[src/rtl/sync_fifo_pkg.sv]
// -----------------------------------------------------------------------------
// sync_fifo_pkg
// Shared definitions for the parametrised single-clock FIFO.
//   DEF_WIDTH / DEF_DEPTH : default data width and entry count
//   addr_w()              : address width for a given depth
//   fifo_status_t         : packed status flags as registered by the FIFO
// -----------------------------------------------------------------------------
package sync_fifo_pkg;

  localparam int DEF_WIDTH = 8;
  localparam int DEF_DEPTH = 16;

  // Address bits needed to index 'depth' entries (never below one bit).
  function automatic int addr_w(input int depth);
    return (depth > 1) ? $clog2(depth) : 1;
  endfunction

  typedef struct packed {
    logic full;
    logic almost_full;
    logic empty;
    logic almost_empty;
    logic ovf;
    logic udf;
  } fifo_status_t;

endpackage

[src/rtl/sync_fifo_mem.sv]
// -----------------------------------------------------------------------------
// sync_fifo_mem
// Simple dual-port storage array: one synchronous write port and one read
// port. REG_RD=1 gives a registered read (rdata updates on an edge with re=1,
// cleared by rst); REG_RD=0 gives a combinational read of mem[raddr].
// Array contents are never reset.
//   clk, rst           : clock, synchronous active-high reset (read reg only)
//   we, waddr, wdata   : write port
//   re, raddr, rdata   : read port
// -----------------------------------------------------------------------------
module sync_fifo_mem
  import sync_fifo_pkg::*;
#(
  parameter int WIDTH  = DEF_WIDTH,
  parameter int DEPTH  = DEF_DEPTH,
  parameter bit REG_RD = 1'b1
) (
  input  logic                       clk,
  input  logic                       rst,
  input  logic                       we,
  input  logic [addr_w(DEPTH)-1:0]   waddr,
  input  logic [WIDTH-1:0]           wdata,
  input  logic                       re,
  input  logic [addr_w(DEPTH)-1:0]   raddr,
  output logic [WIDTH-1:0]           rdata
);

  logic [WIDTH-1:0] mem_q [DEPTH];

  always_ff @(posedge clk) begin
    if (we) mem_q[waddr] <= wdata;
  end

  generate
    if (REG_RD) begin : g_reg_rd
      logic [WIDTH-1:0] rdata_q;
      logic [WIDTH-1:0] rdata_d;

      always_comb begin
        rdata_d = rdata_q;
        if (re) rdata_d = mem_q[raddr];
      end

      always_ff @(posedge clk) begin
        if (rst) rdata_q <= '0;
        else     rdata_q <= rdata_d;
      end

      assign rdata = rdata_q;
    end else begin : g_comb_rd
      // Head word is presented directly; rst/re have no role here.
      logic unused_rd;
      assign unused_rd = rst ^ re;
      assign rdata     = mem_q[raddr];
    end
  endgenerate

endmodule

[src/rtl/sync_fifo_param.sv]
// -----------------------------------------------------------------------------
// sync_fifo_param
// Single-clock FIFO with occupancy count, almost-full / almost-empty
// thresholds, sticky overflow / underflow flags and a synchronous flush.
// Optional build macro SYNC_FIFO_FWFT_EN selects first-word fall-through
// (head word visible on RDATA while REMPTY=0); otherwise RDATA is registered
// and valid the cycle after an accepted RINC.
// Ports:
//   CLK, RST        : clock, synchronous active-high reset
//   CLR             : synchronous flush (RDATA keeps its value)
//   WINC, WDATA     : write request / data
//   WFULL, WALMOST_FULL, WOVF : full, COUNT>=AF_THRESH, sticky overflow
//   RINC, RDATA     : read request / data
//   REMPTY, RALMOST_EMPTY, RUDF : empty, COUNT<=AE_THRESH, sticky underflow
//   COUNT           : occupancy 0..DEPTH
//
// Handshake: a word is written on a rising edge where WINC=1 and WFULL=0, and
// popped on a rising edge where RINC=1 and REMPTY=0. WFULL/REMPTY act as the
// ready indications and are sampled from registered state; a request made
// while not ready is dropped and recorded in WOVF/RUDF until RST or CLR.
// -----------------------------------------------------------------------------
module sync_fifo_param
  import sync_fifo_pkg::*;
#(
  parameter int WIDTH     = DEF_WIDTH,
  parameter int DEPTH     = DEF_DEPTH,
  parameter int AF_THRESH = DEPTH - 2,
  parameter int AE_THRESH = 2
) (
  input  logic                     CLK,
  input  logic                     RST,
  input  logic                     CLR,
  input  logic                     WINC,
  input  logic [WIDTH-1:0]         WDATA,
  output logic                     WFULL,
  output logic                     WALMOST_FULL,
  output logic                     WOVF,
  input  logic                     RINC,
  output logic [WIDTH-1:0]         RDATA,
  output logic                     REMPTY,
  output logic                     RALMOST_EMPTY,
  output logic                     RUDF,
  output logic [$clog2(DEPTH):0]   COUNT
);

  localparam int ADDR = addr_w(DEPTH);
  localparam int CW   = ADDR + 1;

  localparam logic [CW-1:0] DEPTH_C = CW'(DEPTH);
  localparam logic [CW-1:0] AF_C    = CW'(AF_THRESH);
  localparam logic [CW-1:0] AE_C    = CW'(AE_THRESH);

`ifdef SYNC_FIFO_FWFT_EN
  localparam bit FWFT = 1'b1;
`else
  localparam bit FWFT = 1'b0;
`endif

  localparam fifo_status_t STATUS_RST = '{
    full: 1'b0, almost_full: 1'b0, empty: 1'b1,
    almost_empty: 1'b1, ovf: 1'b0, udf: 1'b0
  };

  logic [ADDR:0]  wptr_q, wptr_d;
  logic [ADDR:0]  rptr_q, rptr_d;
  logic [CW-1:0]  count_q, count_d;
  fifo_status_t   status_q, status_d;

  logic wr_acc, rd_acc;
  logic mem_we, mem_re;

  // Acceptance uses the registered flags, so full+WINC+RINC pops but does
  // not push, and empty+WINC+RINC pushes but does not pop.
  assign wr_acc = WINC && !status_q.full;
  assign rd_acc = RINC && !status_q.empty;

  always_comb begin
    wptr_d   = wptr_q;
    rptr_d   = rptr_q;
    count_d  = count_q;
    status_d = status_q;
    mem_we   = 1'b0;
    mem_re   = 1'b0;

    if (CLR) begin
      wptr_d   = '0;
      rptr_d   = '0;
      count_d  = '0;
      status_d = STATUS_RST;
    end else begin
      if (wr_acc) begin
        mem_we = !RST;
        wptr_d = wptr_q + 1'b1;
      end
      if (rd_acc) begin
        mem_re = !RST;
        rptr_d = rptr_q + 1'b1;
      end

      unique case ({wr_acc, rd_acc})
        2'b10:   count_d = count_q + 1'b1;
        2'b01:   count_d = count_q - 1'b1;
        default: count_d = count_q;
      endcase

      // Level flags follow the next occupancy so they change with COUNT.
      status_d.full         = (count_d == DEPTH_C);
      status_d.almost_full  = (count_d >= AF_C);
      status_d.empty        = (count_d == '0);
      status_d.almost_empty = (count_d <= AE_C);
      status_d.ovf          = status_q.ovf | (WINC & status_q.full);
      status_d.udf          = status_q.udf | (RINC & status_q.empty);
    end
  end

  always_ff @(posedge CLK) begin
    if (RST) begin
      wptr_q   <= '0;
      rptr_q   <= '0;
      count_q  <= '0;
      status_q <= STATUS_RST;
    end else begin
      wptr_q   <= wptr_d;
      rptr_q   <= rptr_d;
      count_q  <= count_d;
      status_q <= status_d;
    end
  end

  sync_fifo_mem #(
    .WIDTH  (WIDTH),
    .DEPTH  (DEPTH),
    .REG_RD (!FWFT)
  ) u_mem (
    .clk   (CLK),
    .rst   (RST),
    .we    (mem_we),
    .waddr (wptr_q[ADDR-1:0]),
    .wdata (WDATA),
    .re    (mem_re),
    .raddr (rptr_q[ADDR-1:0]),
    .rdata (RDATA)
  );

  assign COUNT         = count_q;
  assign WFULL         = status_q.full;
  assign WALMOST_FULL  = status_q.almost_full;
  assign REMPTY        = status_q.empty;
  assign RALMOST_EMPTY = status_q.almost_empty;
  assign WOVF          = status_q.ovf;
  assign RUDF          = status_q.udf;

endmodule

[config.mk]
export PLATFORM = sky130hd
export DESIGN_NAME = sync_fifo_param
export DESIGN_NICKNAME = d
export VERILOG_FILES = /design/src/rtl/sync_fifo_pkg.sv /design/src/rtl/sync_fifo_mem.sv /design/src/rtl/sync_fifo_param.sv
export SDC_FILE = /design/constraint.sdc
export NUM_CORES = 1
export LEC_CHECK = 0
export ABC_AREA = 1
export ABC_CLOCK_PERIOD_IN_PS = 2400
export BUFFER_PORTS_ARGS = -buffer_cell sky130_fd_sc_hd__buf_2
export CORE_UTILIZATION = 30
export DETAILED_ROUTE_END_ITERATION = 10
export GPL_TIMING_DRIVEN = 1
export HOLD_SLACK_MARGIN = 0.15
export MAX_ROUTING_LAYER = met4
export PLACE_DENSITY = 0.55
export SYNTH_ARGS = -nofsm -noshare
export SYNTH_HDL_FRONTEND = slang
export SYNTH_SLANG_ARGS = --single-unit
export TNS_END_PERCENT = 5
[constraint.sdc]
create_clock -name CLK -period 2.4 [get_ports CLK]
set_input_delay 0.48 -clock CLK [delete_from_list [all_inputs] [get_ports CLK]]
set_output_delay 0.48 -clock CLK [all_outputs]
set_load 0.05 [all_outputs]
# Yosys cells after proc, flatten, opt, wreduce, memory -nomap -nowiden
# Memories as Yosys holds them, arrays and structs flattened. A register that Yosys moved wholly into a read port is not among the register bits.
# Index checks and enable logic that the tools add are counted.
dict set report word_totals {
  out_inout_bits 19
  inputBits 13
  ff_bits 21
  rom_bits 0
  latch_bits 0
  mem_bits_rw 128
  memories 1
}
dict set report op_classes {
  n_div 0
  n_eq_ne 3
  order_cmp 2
  shift 0
  n_addsub 4
  n_bitwise 4
  muxes 8
  mul 0
  n_reduce_logical 7
}
# name depth width read_ports rd_ports_with_merged_regs write_ports line
set memory_table {}
lappend memory_table {u_mem.mem_q 16 8 1 1 1 sync_fifo_mem.sv:28} ;# logic [WIDTH-1:0] mem_q [DEPTH];
# cell n
set op_table {}
lappend op_table {{5-bit by 1-bit adder with 5-bit output (second input constant)} 3}
lappend op_table {{5-bit one-hot mux with 2 select lines} 1}
lappend op_table {{1-bit two-way mux} 6}
lappend op_table {{5-bit equality test (second input constant)} 1}
lappend op_table {{5-bit by 4-bit greater-or-equal comparator with 1-bit output (second input constant)} 1}
lappend op_table {{5-bit by 2-bit <= comparator with 1-bit output (second input constant)} 1}
lappend op_table {{5-bit logical NOT} 1}
lappend op_table {{5-bit two-way mux} 1}
lappend op_table {{5-bit by 1-bit subtractor with 5-bit output (second input constant)} 1}
lappend op_table {{1-bit logical NOT} 3}
lappend op_table {{1-bit AND} 2}
lappend op_table {{2-bit by 1-bit equality test with 1-bit output (second input constant)} 1}
lappend op_table {{2-bit equality test (second input constant)} 1}
lappend op_table {{1-bit logical AND} 2}
lappend op_table {{1-bit bitwise OR} 2}
lappend op_table {{2-bit OR reduction} 1}

# Depth between registers and ports, before layout
dict set report depth {
  word_depth 6
  mapped_depth 17
  depth_no_buf 17
}

# Hierarchy
# From an unflattened synthesis, not the netlist that was laid out.
dict set report unflattened {
  hier_cells 631
  area_unflattened_um2 6565.0
}
# mod cells_each seq_area_each_um2 area_per_inst_um2 instances
set by_module_without_submodules {}
lappend by_module_without_submodules {sync_fifo_mem 490 4003.8 5577.8 1}
lappend by_module_without_submodules {sync_fifo_param 141 380.4 987.2 1}

# Least setup slack after synthesis
# Ideal clock, no wire load.
dict set report synth_path {
  path_type {register -> register}
  from {register status_q (netlist bit WFULL)}
  to {register status_q (netlist bit REMPTY)}
  path_stages_with_launch 16
  t_arrival_ns 2.152
  n_path_buf 0
  required_time_ns 2.278
  slack_ns 0.126
  setup_time_ns 0.122
  period_less_slack_ns 2.274
  cell_sequence {dfxtp_1 nor2_1 inv_1 ha_1 nor2_1 nor2_2 ha_1 inv_1 nand2_1 inv_1 nand2_1 nand3_1 o21ai_1 nor2_1 nand3_1 nand2_1}
}
dict set report synth_between {
  elab_chain_cells 6
  word_cells_on_any_way 7
  classes_between {2 x eq/ne; 2 x mux; 3 x reduce/logical}
}
# item line
set synth_lines {}
lappend synth_lines {{start: declaration} sync_fifo_param.sv:67} ;# fifo_status_t status_q, status_d;
lappend synth_lines {{start signal: assignment} sync_fifo_param.sv:126} ;# status_q <= status_d;
lappend synth_lines {{1-bit logical NOT *} sync_fifo_param.sv:74} ;# assign wr_acc = WINC && !status_q.full;
lappend synth_lines {{1-bit logical AND *} sync_fifo_param.sv:74}
lappend synth_lines {{2-bit by 1-bit equality test with 1-bit output or 2-bit equality test (tied branches)} sync_fifo_param.sv:100} ;# unique case ({wr_acc, rd_acc})
lappend synth_lines {{5-bit one-hot mux with 2 select lines *} sync_fifo_param.sv:100}
lappend synth_lines {{5-bit two-way mux *} sync_fifo_param.sv:85} ;# if (CLR) begin
lappend synth_lines {{5-bit logical NOT *} sync_fifo_param.sv:109} ;# status_d.empty = (count_d == '0);
# Every way passes the cells marked *; elsewhere a longest branch is shown, timed or not. The select of a mux whose other input is x is not followed.
# A chain may end at the register's enable or synchronous reset.

# Worst setup path in the final report
# Ends and elaborated chain as after synthesis.

==> run summary <==
Result of the run - finished, final reports clean
Critical path start-end classification - reg2reg
Routed wire length per instance - 16.0 um
Post-synthesis cell type with the largest combined area - sky130_fd_sc_hd__edfxtp_1
Power Total - 5.72 mW
WP data arrival - 2.36 ns
Number of sinks handled by clock tree synthesis - 155
Reg power frac - 0.514
Main flop type after synthesis - sky130_fd_sc_hd__edfxtp_1
Worst hold path type - in2reg
Worst setup slack for register-to-register paths - 0.36 ns
Total Nets Final - 661
Fraction of registers with async set or reset after synthesis - 0
Number of buffers added by the clock tree synthesis step - 17
Hold WS - 0.368 ns
Sequential share of the synthesized area - 0.678
Critical path required time - 2.71 ns
Finished Core Util - 0.357
Multiplexer share of the synthesized area - 0.00155
Cell area after synthesis - 6460 um2
Fraction of layout cells with a size suffix above 1 - 0.152
Clock-pin slew reported for the worst setup and hold paths after clock tree synthesis - 0.06 ns
Quantity of gates resized following cts - 0
Leakage Power - 2.79 nW
Adder-cell area share of the yosys netlist - 0.0155
Min Clock Period, post-route - 2.04 ns
Die extent in x - 149 um
IR Drop Worst-Case VDD - 0.471 mV
Clk pwr share - 0.439
Sw Pwr - 1.29 mW
Number of setup buffers added after CTS - 0
Routed wire length - 14.8 mm
Combinational family with the most area after synthesis - simple AND/OR/NAND/NOR gates
CP startpoint - WFULL
Fraction of power spent switching nets - 0.226
CP startpoint kind - flip-flop
Hold Path Cell Cnt - 5
Compound-gate portion of the synthesized area - 0.0697
Setup repair after global routing missed its margin - no
Share of synthesized cell area in and, or, nand and nor gates - 0.182
Setup violations, final - 0
Remaining DRCs - 0
Yosys reg bits - 155
Combinational share of power - 0.047
Library cell used as clock root buffer - sky130_fd_sc_hd__clkbuf_16
Worst reg2reg path depth - 16
Via density per instance - 4.68
Cell count after synthesis - 591
Number of antenna repair diodes - 0
Hold-critical path endpoint - WOVF
Final cycle utilization of the critical path - 0.852
Yosys warning count - 0
Final hold violation count - 0
Number of I/O pins - 32
Slew Viols, Final - 0
Least-Margin Pin Slew - 0.724 ns
Area enclosed by the die boundary - 22100 um2
Post-synth EDFFs - 128
Unique masters post-synth - 25
Starting Density - 0.307
Power density of the placed cells - 760 nW/um2
Clock latency at the later pin of the worst-skew pair - 0.42 ns
Drt first pass iters - 5
Total global routing overflow - 0
Post-DP HPWL - 8.99 mm
Syn nets - 612
Overall via count from detail_route - 4339
Number of buffers inserted by hold repair at cts - 0
Setup Total Neg Slack - 0 ns
Top achievable clock speed - 489 MHz
Average size of a mapped cell - 10.9 um2
CTS tree - built
Number of filler instances in the final layout - 2119
Initial antenna violation count - 0
Critical Path End Type - flip-flop
Placement Rows - 53
Via count of the first global-routing pass - 4090
Die Height - 149 um
Largest net degree at the start of global routing - 67
Post-route antenna net violation count - 0
Synth-to-layout area growth - 16.4%
Detailed router's first-iteration violation count - 270
Combined global-route utilization of all metal layers - 0.146
Slew margin rel. - 0.517
Internal Power - 4.43 mW
Share of Yosys cell area claimed by the top area cell type - 0.595
Most repeated cell in the gate-level netlist after synthesis - sky130_fd_sc_hd__edfxtp_1
Core region area - 21100 um2
Fraction of synthesized cell area in xor and xnor cells - 0.00136
Crit path max fanout - 6
Wire length of the first global-routing pass - 23.2 mm
Start of the worst register-to-register path - WFULL
Max Cap Violations - 0
Total of buffers placed on input and output ports - 31
Max clock buf depth - 2
Worst min-delay path startpoint - WINC
Most area-consuming cells after synthesis - sky130_fd_sc_hd__edfxtp_1, sky130_fd_sc_hd__dfxtp_1, sky130_fd_sc_hd__nand2_1, sky130_fd_sc_hd__nand3_1, sky130_fd_sc_hd__nor2_1
Clock Skew - 0.00869 ns
Reg-to-reg critical path endpoint - REMPTY
Placer's final routability congestion estimate - 0.761
H-tree depth - 4
Top cells by count, synth - sky130_fd_sc_hd__edfxtp_1, sky130_fd_sc_hd__nand2_1, sky130_fd_sc_hd__nor2_1, sky130_fd_sc_hd__nand3_1, sky130_fd_sc_hd__o21ai_0
## cells in the final DEF (no fill, tap or decap), drive strengths merged
cell type	instances
o211ai	16
bufinv	1
edfxtp	128
o21ai	54
nor2	89
ha	8
dfxtp	27
nand2	116
mux2i	1
clkbuf	18
o22ai	1
clkinvlp	2
a31oi	3
a21oi	7
nor3	9
buf	58
inv	36
xor2	1
nand4	2
nand3	67
clkinv	9
## stage by stage
step | setup slack, ns | cell area, um2 | std cells
finish | 0.356 | 7520 | 928
global placement | 0.164 | 6970 | 896
global route | 0.0932 | 7520 | 928
detailed placement | 0.117 | 6970 | 896
floorplan | 0.126 | 6460 | 591
CTS | 0.351 | 7520 | 928
## worst max-delay path by stage
stage               endpoint  slack [ns]  cells after the start
5_1_grt        RALMOST_EMPTY        0.09                     16
2_1_floorplan         REMPTY        0.13                     15
3_5_place_dp   RALMOST_EMPTY        0.12                     18
4_1_cts               REMPTY        0.35                     16
3_3_place_gp          REMPTY        0.16                     18
6_report              REMPTY        0.36                     16
## critical path: stages, from the launching register on
cell and delay [ns]:
sky130_fd_sc_hd__dfxtp_1 0.34, sky130_fd_sc_hd__nor2_1 0.15, sky130_fd_sc_hd__inv_1 0.07, sky130_fd_sc_hd__ha_1 0.27, sky130_fd_sc_hd__nand2_1 0.08, sky130_fd_sc_hd__inv_1 0.05, sky130_fd_sc_hd__nor2_2 0.11, sky130_fd_sc_hd__ha_1 0.15
sky130_fd_sc_hd__inv_1 0.04, sky130_fd_sc_hd__nand2_1 0.11, sky130_fd_sc_hd__inv_1 0.05, sky130_fd_sc_hd__nand2_1 0.06, sky130_fd_sc_hd__nand3_1 0.05, sky130_fd_sc_hd__o21ai_1 0.18, sky130_fd_sc_hd__nor2_1 0.09, sky130_fd_sc_hd__nand3_1 0.09
sky130_fd_sc_hd__nand2_1 0.04
## flip-flops by register name, summed over array words and instances (netlist names)
signal / flops
wptr_q: 4
u_mem.mem_q: 128
WALMOST_FULL: 1
RUDF: 1
u_mem.rdata: 8
COUNT: 5
REMPTY: 1
RALMOST_EMPTY: 1
WOVF: 1
WFULL: 1
rptr_q: 4
## area by class of cell
cell class	instances	area [um2]	share of cell area
Clock inverter	14	119	0.0158
Clock buffer	18	429	0.0571
Multi-Input combinational cell	374	1750	0.232
Sequential cell	155	4390	0.583
Timing Repair Buffer	58	370	0.0492
Tap cell	275	344	0.0457
Inverter	34	128	0.0170
## kinds of logic (layout without fill, tap and decap cells)
| group | count (synthesis) | after routing |
|---|---|---|
| compound gates | 81 | 81 |
| xor+xnor | 1 | 1 |
| fa+ha+maj | 8 | 8 |
| buf+inv | 62 | 124 |
| flops | 155 | 155 |
| mux | 1 | 1 |
| simple gates | 283 | 283 |
## routing by layer
metal  vias to the layer above  share of wire  global-route usage
met5                         -              0                   -
li1                       2149              -                   -
met4                         0          0.014              0.0439
met2                       105           0.47               0.221
met1                      2069           0.46               0.190
met3                        16          0.051              0.0404
## power groups by stage
stage	combinational [mW]	sequential (mW)	clock, mW
floorplan	0.138	3.04	0
global placement	0.268	3.00	0
detailed placement	0.270	3.00	0
CTS	0.271	2.94	2.56
global route	0.299	2.94	2.67
finish	0.269	2.94	2.51
Power figures use the tool's default switching activity.
